**src/rtl/decodificador_seq_param.sv**
```systemverilog
// decodificador_seq_param: validates a stream of codes against a programmable codebook of NSYM symbols
module decodificador_seq_param #(
  parameter int CODE_W = 7,
  parameter int NSYM = 5,
  parameter logic [NSYM*CODE_W-1:0] CODEBOOK = {7'b1011010, 7'b1101110, 7'b1111100, 7'b1000100, 7'b1100000},
  parameter logic [CODE_W-1:0] TERM_LO = 7'b1001001,
  parameter logic [CODE_W-1:0] TERM_HI = 7'b1010011,
  parameter logic [CODE_W-1:0] ABORT = 7'b1110101,
  parameter int SPLIT = 4,
  parameter int MAX_STEP = 1,
  parameter bit STRICT = 1'b0,
  parameter int MAX_LEN = 0,
  parameter int OUT_W = $clog2(NSYM+1)+1,
  parameter int LEN_W = 8
) (
  input  logic                    clk,
  input  logic                    Reset,
  input  logic [CODE_W-1:0]       Entrada,
  input  logic                    Controle,
  input  logic                    Limpar,
  input  logic                    Cfg_we,
  input  logic [$clog2(NSYM)-1:0] Cfg_addr,
  input  logic [CODE_W-1:0]       Cfg_code,
  output logic [OUT_W-1:0]        Saida,
  output logic                    Erro,
  output logic                    Fim,
  output logic [LEN_W-1:0]        Passos
);
  localparam int SW = OUT_W-1;
  localparam logic [OUT_W-1:0] E = OUT_W'(1) << (OUT_W-1);
  typedef enum logic [2:0] {S_IDLE, S_SYM, S_ERRO, S_DLO, S_DHI} state_t;
  state_t            r_state, w_state_n;
  logic [SW-1:0]     r_cur, w_cur_n, w_k, w_dist;
  logic [LEN_W-1:0]  r_passos, w_passos_n;
  logic [CODE_W-1:0] r_cb [NSYM];
  logic [OUT_W-1:0]  r_saida, w_saida_n;
  logic              r_erro, r_fim, w_hit, w_far, w_full, w_lo;
  // lowest-index codebook match for the current input code
  always_comb begin
    w_hit = 1'b0;
    w_k = '0;
    for (int i = NSYM-1; i >= 0; i--) begin
      if (r_cb[i] == Entrada) begin
        w_hit = 1'b1;
        w_k = SW'(i+1);
      end
    end
    w_dist = (w_k > r_cur) ? w_k - r_cur : r_cur - w_k;
    w_far = int'(w_dist) > MAX_STEP;
    w_full = (MAX_LEN != 0) && (int'(r_passos) >= MAX_LEN);
    w_lo = int'(r_cur) < SPLIT;
  end
  // next state, current symbol and step count; terminal states only leave via Limpar
  always_comb begin
    w_state_n = r_state;
    w_cur_n = r_cur;
    w_passos_n = r_passos;
    if (Limpar) begin
      w_state_n = S_IDLE;
      w_cur_n = '0;
      w_passos_n = '0;
    end else if (Controle && (r_state == S_IDLE || r_state == S_SYM)) begin
      if (w_hit) begin
        if (r_state == S_IDLE) begin
          w_state_n = S_SYM;
          w_cur_n = w_k;
          w_passos_n = LEN_W'(1);
        end else if (w_k == r_cur) begin
          w_state_n = STRICT ? S_ERRO : r_state;
        end else if (w_far || w_full) begin
          w_state_n = S_ERRO;
        end else begin
          w_cur_n = w_k;
          w_passos_n = r_passos + LEN_W'(r_passos != '1);
        end
      end else if (r_state == S_SYM) begin
        if (Entrada == TERM_LO) w_state_n = w_lo ? S_DLO : S_ERRO;
        else if (Entrada == TERM_HI) w_state_n = w_lo ? S_ERRO : S_DHI;
        else if (Entrada == ABORT) w_state_n = S_ERRO;
      end
    end
    w_saida_n = (w_state_n == S_IDLE) ? '0 :
                (w_state_n == S_SYM)  ? {1'b0, w_cur_n} :
                (w_state_n == S_ERRO) ? E :
                (w_state_n == S_DLO)  ? E + OUT_W'(1) : E + OUT_W'(2);
  end
  // FSM state and registered outputs
  always_ff @(posedge clk or posedge Reset) begin
    if (Reset) begin
      r_state <= S_IDLE;
      r_cur <= '0;
      r_passos <= '0;
      r_saida <= '0;
      r_erro <= 1'b0;
      r_fim <= 1'b0;
    end else begin
      r_state <= w_state_n;
      r_cur <= w_cur_n;
      r_passos <= w_passos_n;
      r_saida <= w_saida_n;
      r_erro <= w_state_n == S_ERRO;
      r_fim <= w_state_n == S_DLO || w_state_n == S_DHI;
    end
  end
  // codebook storage; a write lands at the edge so same-cycle lookups see the old entry
  always_ff @(posedge clk or posedge Reset) begin
    if (Reset) begin
      for (int i = 0; i < NSYM; i++) r_cb[i] <= CODEBOOK[i*CODE_W +: CODE_W];
    end else if (Cfg_we && int'(Cfg_addr) < NSYM) begin
      r_cb[Cfg_addr] <= Cfg_code;
    end
  end
  assign Saida = r_saida;
  assign Erro = r_erro;
  assign Fim = r_fim;
  assign Passos = r_passos;
endmodule

```
**config.mk**
```make
export PLATFORM = sky130hd
export DESIGN_NAME = decodificador_seq_param
export DESIGN_NICKNAME = d
export VERILOG_FILES = /design/src/rtl/decodificador_seq_param.sv
export SDC_FILE = /design/constraint.sdc
export NUM_CORES = 1
export LEC_CHECK = 0
export ABC_AREA = 1
export CAP_MARGIN = 20
export CELL_PAD_IN_SITES_DETAIL_PLACEMENT = 0
export CELL_PAD_IN_SITES_GLOBAL_PLACEMENT = 2
export CORE_ASPECT_RATIO = 1.25
export CORE_UTILIZATION = 37
export CTS_CLUSTER_DIAMETER = 30
export DETAILED_ROUTE_END_ITERATION = 7
export MAX_ROUTING_LAYER = met4
export PLACE_DENSITY = 0.85
export SETUP_SLACK_MARGIN = 0.02
export SLEW_MARGIN = 20
export SYNTH_ARGS = -nofsm -noshare
export SYNTH_HDL_FRONTEND = slang
export SYNTH_SLANG_ARGS = --single-unit
```
**constraint.sdc**
```tcl
create_clock -name clk -period 9 [get_ports clk]
set_input_delay 2.25 -clock clk [delete_from_list [all_inputs] [get_ports clk]]
set_output_delay 2.25 -clock clk [all_outputs]
set_load 0.03 [all_outputs]
```
# Word level (Yosys, flattened, before mapping)
# Cells that the tools add are included.
# Widths: inputs -> output; s select.
op_classes:
  reduce_logical: 10
  bitwise_logic: 1
  muxes: 42
  addsub: 3
  n_lt_le_gt_ge: 6
  eq_ne: 17
ops:
  columns: ["op", "n"]
  rows:
  - ["$mux 3", 23]
  - ["$mux 8", 6]
  - ["$bwmux 35", 1]
  - ["$eq 7x7->1", 5]
  - ["$demux 7 s3", 1]
  - ["$eq 7x7->1 const B", 3]
  - ["$add 8x1->8", 1]
  - ["$mux 4", 2]
  - ["$ne 8x8->1 const B", 1]
  - ["$mux 7", 1]
  - ["$eq 3x1->1 const B", 2]
  - ["$eq 3x2->1 const B", 2]
  - ["$logic_not 3->1", 2]
  - ["$lt 3x3->1 const B", 2]
  - ["$mux 1", 6]
  - ["$sub 3x3->3", 2]
  - ["$ge 4x4->1 const B", 1]
  - ["$lt 4x1->1 const B", 1]
  - ["$mux 2", 2]
  - ["$not 3->4", 1]
  - ["$reduce_and 4->1", 1]
  - ["$reduce_bool 2->1", 2]
  - ["$eq 3x3->1", 1]
  - ["$eq 3x3->1 const B", 1]
  - ["6 further kinds", 9]
word_totals:
  input_bits: 22
  regBits: 55
  out_inout_bits: 14

# Logic depth before layout (Yosys ltp)
logic_depth:
  ltp_word: 20
  mapped_depth: 25
  mapped_depth_nobuf: 24

# Worst setup path before layout
# No wires, ideal clock.
synth_path:
  kind: "in2reg"
  from: "in Entrada[4]"
  to: "reg r_saida[1] (netlist: Saida[1])"
  path_buffers: 1
  path_stages: 24
  t_arrival_ps: 4602
  t_required_ps: 8879
  slack_ps: 4277
  path_cell_list: "buf_6 -> inv_4 -> nand2_2 -> nand2_1 -> nor2_2 -> nand3_1 -> nor2_1 -> o21ai_0 -> a21oi_1 -> inv_1 -> ha_1 -> fa_1 -> xor2_1 -> nand2_1 -> nand2_1 -> nand2_1 -> nand2_1 -> nand2_1 -> o21ai_2 -> nand2_2 -> nand2_1 -> nand3_2 -> nor3_1 -> nor2_1"
synth_via:
  elab_chain_cells: 20
  elab_cells_between_ends: 48
  cone_classes: "add/sub (2); order compare (2); eq/ne (12); mux (31); reduce/logical (1)"
synth_lines:
  columns: ["element", "line", "source"]
  rows:
  - ["start: declaration", "18", "input logic [CODE_W-1:0] Entrada,"]
  - ["$eq 7x7->1", "43", "if (r_cb[i] == Entrada) begin"]
  - ["$mux 3 (5 in a row)", "43", null]
  - ["$sub 3x3->3 or $gt 3x3->1 (tied branches)", "48", "w_dist = (w_k > r_cur) ? w_k - r_cur : r_cur - w_k;"]
  - ["$mux 3", "48", null]
  - ["$gt 3x1->1", "49", "w_far = int'(w_dist) > MAX_STEP;"]
  - ["$mux 3", "70", "end else if (w_far || w_full) begin"]
  - ["$mux 3", "68", "end else if (w_k == r_cur) begin"]
  - ["$mux 3", "64", "if (r_state == S_IDLE) begin"]
  - ["$mux 3", "63", "if (w_hit) begin"]
  - ["$mux 3", "62", "end else if (Controle && (r_state == S_IDLE || r_state == S_SYM)) begin"]
  - ["$mux 3", "58", "if (Limpar) begin"]
  - ["$eq 3x2->1", "85", "(w_state_n == S_DLO) ? E + OUT_W'(1) : E + OUT_W'(2);"]
  - ["$mux 2", "85", null]
  - ["$mux 2", "84", "(w_state_n == S_ERRO) ? E :"]
  - ["$mux 4", "83", "(w_state_n == S_SYM) ? {1'b0, w_cur_n} :"]
  - ["$mux 4 *", "82", "w_saida_n = (w_state_n == S_IDLE) ? '0 :"]
  - ["via w_saida_n[1]", "36", "logic [OUT_W-1:0] r_saida, w_saida_n;"]
  - ["end signal: assignment", "100", "r_saida <= w_saida_n;"]
  - ["end: declaration", "36", null]
# The timed path passes the listed nets; every way through them passes the cells marked *.
# A chain may end at the register's enable or synchronous reset.

# Worst setup path after layout
layout_path:
  from: "in Entrada[5]"
  to: "reg r_passos[5] (netlist: Passos[5])"
layout_via:
  elab_chain_cells: 11
  elab_cells_between_ends: 25
  cone_classes: "add/sub (2); order compare (2); eq/ne (8); mux (11); reduce/logical (2)"
layout_lines:
  columns: ["element", "line", "source"]
  rows:
  - ["$eq 7x7->1", "43", null]
  - ["$mux 3 (5 in a row)", "43", null]
  - ["$sub 3x3->3 or $gt 3x3->1 (tied branches)", "48", null]
  - ["$mux 3", "48", null]
  - ["$gt 3x1->1", "49", null]
  - ["$ne 3x2->1 (no line)", null, null]
  - ["$reduce_and 4->1 (no line) *", null, null]
  - ["end signal: assignment", "99", "r_passos <= w_passos_n;"]
  - ["end: declaration", "34", "logic [LEN_W-1:0] r_passos, w_passos_n;"]
# Mark *: on every way between the ends. The rest lies on a longest branch, timed or not.

==> metrics <==
Mapped Area=about 0.0035 mm2; min Tclk post-route=between 5 and 6 ns; CTS root buffer=clkbuf_16; DRC Markers=0; commonest non-fill, non-tap cell in the layout=nand2_1; largest net degree at the start of global routing=56; clock tree buffer depth=2; Wirelength per Cell=around 13 um; post-route ant nets=0; WS Path Type=in -> reg; Resized cells post-CTS=0; Critical Path RT=just over 9 ns; final WL=between 7000 and 8000 um; TNS Setup=0 ns; count of cell types in the netlist=42; CP dominant cell by count=nand2_1; RSZ-0062 raised after global routing=false; Hold Crit Class=reg -> reg; Gate Count Post-Synth=approximately 430; GPL Wtd Cong=0.793; max-slew violations=0; vias in the first global route=approximately 2.7k; vias=about 2.7k; Largest delay share family, worst path=simple AND/OR/NAND/NOR gates; CP max stage delay=0.70 ns; Synth Register Bits=55; slowest cell on the critical path=clkdlybuf4s50_1; remaining global-route overflow=0; Hold Violations, Final=0; global-route met2 utilization=32.4%; clk sinks=55; Clock Pin Slew Worst Setup and Hold Paths=around 0.070 ns; Avg Cell Area, Syn=8.18 um2; worst r2r path cells=22; CTS buffer count=5; first-pass GRT wire length=~13000 um; Worst EP arrival=5.58 ns; final worst-path cycle share=roughly three fifths; Post-Place Cells=about 580; CTS tree=done; Std-Cell Rows=39; Die Span X=about 89 um; worst-path fanout max=8; Slew HR=a little over half; Worst Setup End Kind=flip-flop; worst hold path stage count=2; Max VDD drop=~120 uV; Synth-to-Final Area Change=16.7%; Max Fclk=185 MHz; yosys warns=0; fin cells=roughly 600; Iteration-0 DRC Markers=108; CP startpoint kind=input port; Seq/Total Area, Yosys=about 40%; Die ar.=just under 0.01 mm2; # diodes=0; met1 GRT Util=a little over a fifth; final instance area=approximately 0.004 mm2; H-tree Lvls=2; P_leak=just under 2 nW; Ports=36; layout cells sized above 1=between 10% and 20%; M3 GR Usage=under 10%; Post-DP HPWL=between 6000 and 7000 um; Initial Utilization=around two fifths; Crit. path cell count=23; Setup-failing EPs final=0; gr busiest metal=met2; port bufs=35; Worst-Skew Late Latency=just under 0.3 ns; Vias/cell=4.55; Pwr Density=173 mW/mm2; number of antenna violations at the first check in global routing=0; Worst-Margin Slew=roughly 0.7 ns; core area=a little over 0.009 mm2; Final nets=about 490; commonest non-fill, non-tap cells in the layout=120 x nand2_1, 46 x inv_1, 37 x dfrtp_1, 37 x o21ai_0, 35 x clkdlybuf4s50_1; Mapped Nets=458; crit-path cells=clkdlybuf4s50_1, inv_2, nand2_1, nand2_1, nor2_2, nand3_1, nor2_1, o21ai_0, a21oi_1, inv_1, ha_1, fa_1, xor2_1, nand2_1, nand2_1, nand3_2, nand2_1, nand2_2, nor2_8, nor2_8, inv_2, o21ai_1, o21a_1; placed inst area=just under 0.004 mm2; setup bufs post-CTS=0; status=finished clean; TritonRoute pass-1 iters=4; Worst Skew=about 0.0066 ns; CTS Hold Buffers Added=0; DIE HEIGHT=approximately 110 um; Total GRT Usage=a little under a fifth; max cap viols=0; buffers and inverters on the worst path=4
[flip-flops by register name (all words and copies together) (netlist names)]
name / flops
Passos: 8
Saida: 4
Fim: 1
Erro: 1
r_state: 3
r_cb: 35
r_cur: 3
[cell usage after synthesis, drive strengths merged]
library cell  instances  area [um2]
a21oi                 9        90.1
a32o                  1        10.0
and2                  1        6.26
buf                   7        75.1
clkbuf                5        18.8
clkinv                1        3.75
dfrtp                37         926
dfstp                18         473
fa                    2        40.0
ha                    6        75.1
inv                  57         216
nand2               134         558
nand3                21         138
nand3b                1        7.51
nand4                 3        18.8
nor2                 35         210
nor3                  6        50.1
nor4                  1        6.26
o211ai                1        7.51
o21a                  2        15.0
o21ai                43         219
o21bai                1        7.51
o22ai                 2        12.5
o31ai                 1        12.5
xnor2                22         200
xor2                 11         104
[path summary, 6_finish.rpt]
path	startpoint	end	slack, ns
worst max-delay path	Entrada[5]	Passos[5]	3.60
worst max register to register	r_cb[12]	Passos[5]	5.78
worst min register to register	r_cb[18]	r_cb[18]	0.50
worst min-delay path	r_cb[18]	r_cb[18]	0.50
min in group asynchronous	Reset	r_state[2]	2.45
max in group asynchronous	Reset	Saida[0]	6.06
[layer usage]
metal  vias to the layer above  routed length, um
met5                         -                  0
met4                         0                 92
met3                         7                153
met2                        33               4170
met1                      1209               3450
li1                       1402                  -
[cells by family (layout without fill, tap and decap cells)]
family          count (synthesis)  count (layout)  synth area share, %
simple gates                  202             202                 28.4
buf+inv                        70             102                 8.97
compound gates                 60              60                 10.7
flops                          55              55                 40.0
xor+xnor                       33              33                 8.69
fa+ha+maj                       8               8                 3.29
[worst reg2reg max path: cells and delay by family (launching register included)]
| kind | cells | cell delay (ns) |
|---|---|---|
| AND/OR/NAND/NOR | 12 | 1.12 |
| adder cells (fa/ha/maj) | 2 | 0.56 |
| flip-flops | 1 | 0.55 |
| AO/OA/AOI/OAI | 4 | 0.52 |
| buffers and inverters | 3 | 0.23 |
| XOR/XNOR | 1 | 0.13 |
[area by class of cell]
class                           instances  area (um2)
Fill cell                             972        5090
Multi-Input combinational cell        303        1790
Sequential cell                        55        1400
Timing Repair Buffer                   36         358
Inverter                               58         220
Tap cell                              123         154
Clock buffer                            6         129
Clock inverter                          2        38.8
[through the flow]
stage | total power [W] | utilization (%) | setup slack (ns) | hold slack (ns)
6_report | 0.000706 | 44.5 | 3.60 | 0.497
4_1_cts | 0.000713 | 44.5 | 3.57 | 0.502
3_3_place_gp | 0.000486 | 42.7 | 3.32 | 0.486
2_1_floorplan | 0.000444 | - | 4.28 | 0.472
5_1_grt | 0.000749 | 44.5 | 3.20 | 0.526
3_5_place_dp | 0.000489 | 42.7 | 3.26 | 0.491
[power by group]
part	internal [W]	total, W	leakage [nW]	switching (W)
clock network	0.000133	0.000224	0.0815	0.0000909
logic	0.0000688	0.000165	1.18	0.0000966
registers	0.000291	0.000317	0.679	0.0000263
total	0.000492	0.000706	1.94	0.000214
No activity file was read; power rests on OpenSTA's default activity.
